[config.mk]
export PLATFORM = sky130hd
export DESIGN_NAME = lock_sequencer
export DESIGN_NICKNAME = d
export VERILOG_FILES = /design/src/rtl/lock_pkg.sv /design/src/rtl/lock_timer.sv /design/src/rtl/lock_sequencer.sv
export SDC_FILE = /design/constraint.sdc
export NUM_CORES = 1
export LEC_CHECK = 0
export ABC_AREA = 1
export CAP_MARGIN = 30
export CORE_ASPECT_RATIO = 1.1
export CORE_MARGIN = 3
export CORE_UTILIZATION = 53
export CTS_BUF_LIST = sky130_fd_sc_hd__clkbuf_4 sky130_fd_sc_hd__clkbuf_8
export DETAILED_ROUTE_END_ITERATION = 16
export PLACE_DENSITY = 0.84
export SLEW_MARGIN = 20
export SYNTH_ARGS = -nofsm -noshare
export SYNTH_HDL_FRONTEND = slang
export SYNTH_SLANG_ARGS = --single-unit
[constraint.sdc]
create_clock -name clk -period 2.1 [get_ports clk]
set_input_delay 0.42 -clock clk [delete_from_list [all_inputs] [get_ports clk]]
set_output_delay 0.42 -clock clk [all_outputs]
set_load 0.02 [all_outputs]
[src/rtl/lock_pkg.sv]
// Shared types and helpers for the six-digit lock sequencer.
// Holds the FSM state enum, the slot width and the BCD digit checks.
package lock_pkg;

  typedef enum logic [2:0] {
    IDLE    = 3'd0,
    SET     = 3'd1,
    ENTRY   = 3'd2,
    JUDGE   = 3'd3,
    CHECK   = 3'd4,
    OPEN    = 3'd5,
    LOCKOUT = 3'd6
  } lock_state_e;

  localparam int                SLOT_W    = 2;
  localparam logic [3:0]        BCD_MAX   = 4'd9;
  localparam logic [SLOT_W-1:0] LAST_SLOT = 2'd2;

  function automatic logic digits_ok(input logic [3:0] a, input logic [3:0] b);
    return (a <= BCD_MAX) && (b <= BCD_MAX);
  endfunction

  function automatic logic [2:0] slot_onehot(input logic [SLOT_W-1:0] s);
    logic [2:0] oh;
    case (s)
      2'd0:    oh = 3'b001;
      2'd1:    oh = 3'b010;
      2'd2:    oh = 3'b100;
      default: oh = 3'b000;
    endcase
    return oh;
  endfunction

endpackage

[src/rtl/lock_timer.sv]
// Loadable down-counter with a done flag; it is shared by the lockout and
// auto-relock intervals of lock_sequencer.
module lock_timer #(
  parameter int W = 10
) (
  input  logic         clk,
  input  logic         clr,
  input  logic         load,
  input  logic [W-1:0] load_val,
  input  logic         dec,
  output logic         done
);

  logic [W-1:0] count_r;

  // Load has priority over decrement; the count parks at zero.
  always_ff @(posedge clk or posedge clr) begin
    if (clr) begin
      count_r <= '0;
    end else if (load) begin
      count_r <= load_val;
    end else if (dec && (count_r != '0)) begin
      count_r <= count_r - W'(1);
    end else begin
      count_r <= count_r;
    end
  end

  assign done = (count_r == '0);

endmodule

[src/rtl/lock_sequencer.sv]
// Control FSM for the six-digit electronic lock: slot sequencing, judge strobe,
// failed-attempt count and lockout. Optional macro LOCK_AUTORELOCK_EN adds timed relock.
module lock_sequencer
  import lock_pkg::*;
#(
  parameter int MAX_FAIL    = 3,
  parameter int LOCK_CYCLES = 1000,
  parameter int OPEN_CYCLES = 500
) (
  input  logic              clk,
  input  logic              clr,
  input  logic              m,
  input  logic              key_vld,
  input  logic [3:0]        inA,
  input  logic [3:0]        inB,
  input  logic              match,
  input  logic              relock,
  output logic [2:0]        set_we,
  output logic [2:0]        cin_we,
  output logic              cin_clr,
  output logic              judge_en,
  output logic              unlock,
  output logic              alarm,
  output logic              pw_set,
  output logic [3:0]        fail_cnt,
  output logic [SLOT_W-1:0] slot
);

  localparam int TMR_MAX = (LOCK_CYCLES > OPEN_CYCLES) ? LOCK_CYCLES : OPEN_CYCLES;
  localparam int TMR_W   = $clog2(TMR_MAX);

  lock_state_e       state_r, state_s;
  logic [SLOT_W-1:0] slot_r, slot_s;
  logic [3:0]        fail_cnt_r, fail_cnt_s, fail_inc_s;
  logic              pw_set_r, pw_set_s;
  logic              key_ok_s;
  logic [2:0]        set_we_s, cin_we_s;
  logic              cin_clr_s;
  logic              tmr_load_s, tmr_dec_s, tmr_done_s;
  logic [TMR_W-1:0]  tmr_val_s;
  logic              unlock_r, alarm_r, judge_en_r;

  // Strobes are gated by clr so every output reads zero while reset is held.
  assign key_ok_s   = key_vld & ~clr & digits_ok(inA, inB);
  assign fail_inc_s = (fail_cnt_r == 4'd15) ? 4'd15 : (fail_cnt_r + 4'd1);

  // Next-state, slot/fail bookkeeping and combinational write strobes.
  always_comb begin
    state_s    = state_r;
    slot_s     = slot_r;
    fail_cnt_s = fail_cnt_r;
    pw_set_s   = pw_set_r;
    set_we_s   = 3'b000;
    cin_we_s   = 3'b000;
    cin_clr_s  = 1'b0;
    tmr_load_s = 1'b0;
    tmr_val_s  = '0;
    tmr_dec_s  = 1'b0;
    case (state_r)
      IDLE: begin
        if (key_ok_s && !m) begin
          set_we_s = slot_onehot(slot_r);
          slot_s   = slot_r + 2'd1;
          state_s  = SET;
        end else if (key_ok_s && pw_set_r) begin
          cin_clr_s = 1'b1;
          slot_s    = 2'd0;
          state_s   = ENTRY;
        end else begin
          state_s = IDLE;
        end
      end
      SET: begin
        if (key_ok_s) begin
          set_we_s = slot_onehot(slot_r);
          if (slot_r == LAST_SLOT) begin
            pw_set_s   = 1'b1;
            fail_cnt_s = 4'd0;
            slot_s     = 2'd0;
            state_s    = IDLE;
          end else begin
            slot_s = slot_r + 2'd1;
          end
        end else begin
          state_s = SET;
        end
      end
      ENTRY: begin
        if (key_ok_s) begin
          cin_we_s = slot_onehot(slot_r);
          if (slot_r == LAST_SLOT) begin
            slot_s  = 2'd0;
            state_s = JUDGE;
          end else begin
            slot_s = slot_r + 2'd1;
          end
        end else begin
          state_s = ENTRY;
        end
      end
      JUDGE: begin
        state_s = CHECK;
      end
      CHECK: begin
        if (match) begin
          fail_cnt_s = 4'd0;
          state_s    = OPEN;
`ifdef LOCK_AUTORELOCK_EN
          tmr_load_s = 1'b1;
          tmr_val_s  = TMR_W'(OPEN_CYCLES - 1);
`endif
        end else begin
          fail_cnt_s = fail_inc_s;
          if (fail_inc_s == 4'(MAX_FAIL)) begin
            tmr_load_s = 1'b1;
            tmr_val_s  = TMR_W'(LOCK_CYCLES - 1);
            state_s    = LOCKOUT;
          end else begin
            state_s = IDLE;
          end
        end
      end
      OPEN: begin
        if (relock) begin
          state_s = IDLE;
`ifdef LOCK_AUTORELOCK_EN
        end else if (tmr_done_s) begin
          state_s = IDLE;
        end else begin
          tmr_dec_s = 1'b1;
`else
        end else begin
          state_s = OPEN;
`endif
        end
      end
      LOCKOUT: begin
        if (tmr_done_s) begin
          fail_cnt_s = 4'd0;
          state_s    = IDLE;
        end else begin
          tmr_dec_s = 1'b1;
        end
      end
      default: begin
        slot_s  = 2'd0;
        state_s = IDLE;
      end
    endcase
  end

  // State and status registers; status outputs are registered from next state.
  always_ff @(posedge clk or posedge clr) begin
    if (clr) begin
      state_r    <= IDLE;
      slot_r     <= 2'd0;
      fail_cnt_r <= 4'd0;
      pw_set_r   <= 1'b0;
      unlock_r   <= 1'b0;
      alarm_r    <= 1'b0;
      judge_en_r <= 1'b0;
    end else begin
      state_r    <= state_s;
      slot_r     <= slot_s;
      fail_cnt_r <= fail_cnt_s;
      pw_set_r   <= pw_set_s;
      unlock_r   <= (state_s == OPEN);
      alarm_r    <= (state_s == LOCKOUT);
      judge_en_r <= (state_s == JUDGE);
    end
  end

  lock_timer #(
    .W (TMR_W)
  ) u_timer (
    .clk      (clk),
    .clr      (clr),
    .load     (tmr_load_s),
    .load_val (tmr_val_s),
    .dec      (tmr_dec_s),
    .done     (tmr_done_s)
  );

  assign set_we   = set_we_s;
  assign cin_we   = cin_we_s;
  assign cin_clr  = cin_clr_s;
  assign judge_en = judge_en_r;
  assign unlock   = unlock_r;
  assign alarm    = alarm_r;
  assign pw_set   = pw_set_r;
  assign fail_cnt = fail_cnt_r;
  assign slot     = slot_r;

endmodule

== Word level (Yosys, flattened, before mapping) ==
Cells that the tools add are included.

* Bits in registers: 23
* Bits of input ports: 14
* Output and inout port bits: 17
* Word-level logic and storage cells: 91

* Equal/unequal tests: 18
* $lt $le $gt $ge: 2
* Multiplexer cells: 40
* Reductions and logical operators: 16
* Bitwise logic cells: 4
* Add/sub/neg operators: 3

{| class="wikitable"
|+ Operators with widths
! cell !! number
|-
| $mux 10 || 5
|-
| $mux 3 || 11
|-
| $pmux 3 s7 || 1
|-
| $mux 4 || 5
|-
| $eq 3x3->1 const B || 5
|-
| $mux 2 || 6
|-
| $pmux 4 s3 || 1
|-
| $logic_not 10->1 || 1
|-
| $reduce_bool 10->1 || 1
|-
| $sub 10x1->10 const B || 1
|-
| $eq 3x2->1 const B || 3
|-
| $pmux 3 s3 || 1
|-
| $le 4x4->1 const B || 2
|-
| $mux 1 || 8
|-
| $ne 2x2->1 const B || 3
|-
| $pmux 2 s3 || 1
|-
| $pmux 3 s2 || 1
|-
| $reduce_and 3->1 || 2
|-
| $add 4x1->4 const B || 1
|-
| $eq 4x2->1 const B || 1
|-
| $eq 4x4->1 const B || 1
|-
| $logic_and 1x1->1 || 4
|-
| $reduce_and 4->1 || 1
|-
| $reduce_or 4->1 || 1
|-
| other kinds (14) || 16
|}

== Depth between registers and ports, before layout ==
* Word-level depth: 8
* Gate-level depth with buffers: 11

== Hierarchy ==
From an unflattened synthesis, not the netlist that was laid out.

* Cell total of the unflattened synthesis: 233
* Area total of the unflattened synthesis: 1656.6 sq um

{| class="wikitable"
|+ By module, submodules not included
! module !! instances !! cells an instance !! area each (sq um) !! seq. area each (sq um)
|-
| lock_sequencer || 1 || 131 || 893.4 || 325.3
|-
| lock_timer || 1 || 102 || 763.2 || 250.2
|}

== Worst setup path before layout ==
OpenSTA, ideal clock, no wires.

* Kind: in2out
* Start: input clr
* End: output set_we[0]
* Cell stages on the path: 6
* Arrival time: 2434 ps
* Setup slack: -754 ps
* Data required time: 1680 ps
* Buffers on the path: 1
* Path through: inv_1 > nand2_1 > inv_1 > nand3_1 > buf_2 > a2111oi_0

* Longest elaborated chain between the ends: 6
* Elaborated cells on any way between the ends: 7

{| class="wikitable"
|+ Ends and longest elaborated chain
! what !! RTL line !! RTL
|-
| start, declared || lock_sequencer.sv:11 || <nowiki>input logic clr,</nowiki>
|-
| $not 1->1 * || lock_sequencer.sv:44 || <nowiki>assign key_ok_s = key_vld & ~clr & digits_ok(inA, inB);</nowiki>
|-
| $and 1x1->1 * (2 in series) || lock_sequencer.sv:44 ||
|-
| $logic_and 1x1->1 || lock_sequencer.sv:61 || <nowiki>if (key_ok_s && !m) begin</nowiki>
|-
| $mux 3 || lock_sequencer.sv:61 ||
|-
| $pmux 3 s2 * || lock_sequencer.sv:59 || <nowiki>case (state_r)</nowiki>
|-
| end, declared || lock_sequencer.sv:18 || <nowiki>output logic [2:0] set_we,</nowiki>
|}

Mark *: on every way between the ends. The rest lies on a longest branch, timed or not.

== Worst setup path in the final report ==
* Start: input inB[1]
* End: output cin_we[2]

* Longest elaborated chain between the ends: 5

{| class="wikitable"
|+ Ends and longest elaborated chain
! what !! RTL line !! RTL
|-
| start, declared || lock_sequencer.sv:15 || <nowiki>input logic [3:0] inB,</nowiki>
|-
| $le 4x4->1 || lock_pkg.sv:20 || <nowiki>return (a <= BCD_MAX) && (b <= BCD_MAX);</nowiki>
|-
| $logic_and 1x1->1 || lock_pkg.sv:20 ||
|-
| $and 1x1->1 || lock_sequencer.sv:44 ||
|-
| $mux 3 || lock_sequencer.sv:89 || <nowiki>if (key_ok_s) begin</nowiki>
|-
| $mux 3 || lock_sequencer.sv:59 ||
|-
| end, declared || lock_sequencer.sv:19 || <nowiki>output logic [2:0] cin_we,</nowiki>
|}

No other way between the ends.

==> impl_metrics.ini <==
[clock_network]
holdBufCountCts = 0
clock_latency_ns = 0.32
clkTransAtPathRegs_ns = 0.12
clk_path_buf_depth = 2
htreeDepth = 1
numCtsBuffers = 3
cts_tree = yes
cts_sinks = 23
cts_root_buffer = clkbuf_4

[critical_path]
cp.arrival_ns = 1.69
crit_family = buffers and inverters
crit_path_end_kind = output port
path_cells = clkdlybuf4s50_1, o21ai_2, nand3_4, buf_6, nor3_2, buf_4
r2r_cells = 9
required_ns = 1.68
r2r_setup_slack_ns = 0.44
cp_max_fo = 6
setup.worst_path.start = inB[1]
critical_path_class = primary input to output port
r2r-end = u_timer.count_r[3]$_DFFE_PP0P_
cp-start-kind = primary input
reg2reg_from = fail_cnt[0]$_DFFE_PP0P_
slowest_stage = clkdlybuf4s50_1
critPathBufInv = 3
cpPeakStageDelay_ns = 0.43

[synthesis]
synth.avg_cell_area_um2 = 7.35
synth_seq_cells = 23
synth.area.top_cells = dfrtp_1, nand2_1, inv_1, nand3_1, ha_1
synth_top_area_share = 0.373
ys_types = 28
yosys_warnings = 0
yosys.area.top_type = dfrtp_1
ys_seq_area_frac = 0.373
syn_area_um2 = 1540
syn_inst = 210
synthesis.nets = 232

[timing]
maxSlewViolCount = 0
fmax_mhz = 475
setup_viol = 1
worst_pin_slew_ns = 0.412
fin_ws_ns = -0.00537
fin_worst_skew_ns = 0.00512
timing.final.crit_share = 1.00
relSlewSlack = 0.725
hold_violations = 0
min_period_ns = 2.11
setup_tns_ns = -0.00537

[status]
violations = negative setup slack
status = finished, violations left

[power_and_ir_drop]
power_frac_seq = 0.351
switching_share = 0.415
ir_drop_mv = 0.711
leakagePower_nw = 1.08
power.switching_mw = 0.675
power_frac_comb = 0.515
power.internal_mw = 0.950
power_density_nw_per_um2 = 774
clock_power_share = 0.134

[route]
routed_via_density = 5.26
wl_per_cell_um = 13.1
drtPass1Iterations = 4
detail_route.wirelength_um = 3790
drt_iter0_drc = 99
route.detailed.drc = 0
ant_nets = 0
num_vias = 1516

[layout]
regArea_um2 = 576
area_delta_synth_final_pct = 35.9
diodes = 0
drive_gt1_frac = 0.230
stdcell_area_um2 = 2100
fin_nets = 280
multi_input_area_um2 = 913
fillerInstances = 183

[global_route]
grt_pass1_wl_um = 6070
grt_max_degree = 24
grt_pass1_vias = 1414
track_usage = 0.209
grt_antenna_before_repair = 0
overflow = 0

[run]
maxCapViolCount = 0

[placement]
place_hpwl_um = 2660
routabilityCongestion = 0.893
numPortBuffers = 28
place_ws_ns = -0.633
placed_area_um2 = 1990

[min_path]
hold_path_class = primary input to async pin

[floorplanning]
fp.dieW_um = 57.5
io-pin-count = 31
coreArea_um2 = 2640
die_h_um = 62.6
fp.dieArea_um2 = 3600
fp-row-count = 19
start_util = 0.585
## cell usage in the layout (no fill, tap or decap), drive strengths merged
cell type	n
nand3	25
a2111oi	3
nor2	20
clkinvlp	1
nand3b	2
nor3	5
clkdlybuf4s50	17
o21ai	7
o211ai	1
or2	1
dlymetal6s2s	4
dfrtp	23
buf	25
a21oi	2
nand4	6
clkbuf	4
nand2	66
o22ai	1
inv	32
xor2	2
ha	8
o21bai	2
## what timing repair did
item / CTS / global route
cloned: 0 / 0
buffers inserted: 1 / 0
endpoints found under the setup margin: 7 / 7
pin swaps: 1 / 4
resized for setup: 43 / 19
## registers in the layout, indices dropped and copies added, names as in the netlist
register         count
alarm                1
judge_en             1
pw_set               1
slot                 2
fail_cnt             4
unlock               1
state_r              3
u_timer.count_r     10
## metrics by stage
step / instances / power (mW) / hold slack [ns] / util
finish: 288 / 1.62 / 0.228 / 0.795
global route: 288 / 1.75 / 0.231 / 0.795
CTS: 288 / 1.57 / 0.503 / 0.765
detailed placement: 283 / 1.34 / 0.476 / 0.752
global placement: 283 / 1.32 / 0.464 / 0.752
floorplan: 210 / 1.00 / 0.296 / -
## cell usage after synthesis
cell type / count
nor3_1: 5
o21ai_0: 4
nor2_1: 14
o211ai_1: 1
ha_1: 8
nor2_4: 2
nand3b_1: 2
nand3_4: 1
dfrtp_1: 23
nand2_2: 2
buf_6: 2
nand4_1: 6
inv_2: 2
buf_2: 1
o21ai_1: 2
nand2_1: 64
inv_1: 31
a2111oi_0: 3
nand3_2: 2
a21oi_1: 2
o21bai_1: 1
nand3_1: 22
or2_2: 1
nor2_2: 4
o21ai_2: 1
o22ai_1: 1
xor2_1: 2
o21bai_4: 1
## worst register-to-register path, cell delays in order (launching register included)
cell     delay (ns)
dfrtp_1        0.43
ha_1           0.23
nand2_1        0.09
nand2_1        0.05
nand2_1        0.06
nand2_1        0.07
nor2_2         0.14
nand2_1        0.27
nand3_1        0.16
nand2_1        0.06
## cell families after synthesis
family | after synthesis | share of synthesized area
and+or+nand+nor | 125 | 0.378
xor gates and xnor gates | 2 | 0.0113
buffers and inverters | 36 | 0.0981
adders and majority gates | 8 | 0.0648
AOI/OAI and AO/OA | 16 | 0.0746
DFF | 23 | 0.373
## power groups by stage
stage	registers, mW	logic (mW)	clock network, mW
6_report	0.570	0.837	0.218
5_1_grt	0.581	0.925	0.244
4_1_cts	0.566	0.779	0.227
3_5_place_dp	0.574	0.771	0
3_3_place_gp	0.573	0.747	0
2_1_floorplan	0.624	0.379	0
## worst max-delay path by stage
stage / to / cells after the start
after floorplan: set_we[0] / 6
final: cin_we[2] / 6
after detailed placement: cin_we[0] / 8
after global routing: cin_clr / 6
after global placement: cin_we[2] / 8
after CTS: cin_we[1] / 8
## routing by layer
metal	vias up	wire length, µm	share of wire	global-route usage
met3	8	180	0.048	0.0455
li1	764	-	-	-
met2	40	1960	0.52	0.350
met5	-	0	0	0
met1	704	1560	0.41	0.261
met4	0	77	0.020	0.0696
## layout make-up
class,count,area share
multi-input cells,151,0.435
inverters,33,0.0608
repair buffers,46,0.197
clock buffers,4,0.0143
well taps,31,0.0185
flip-flops and latches,23,0.274
Note: power is estimated with default switching activity, not from simulation.
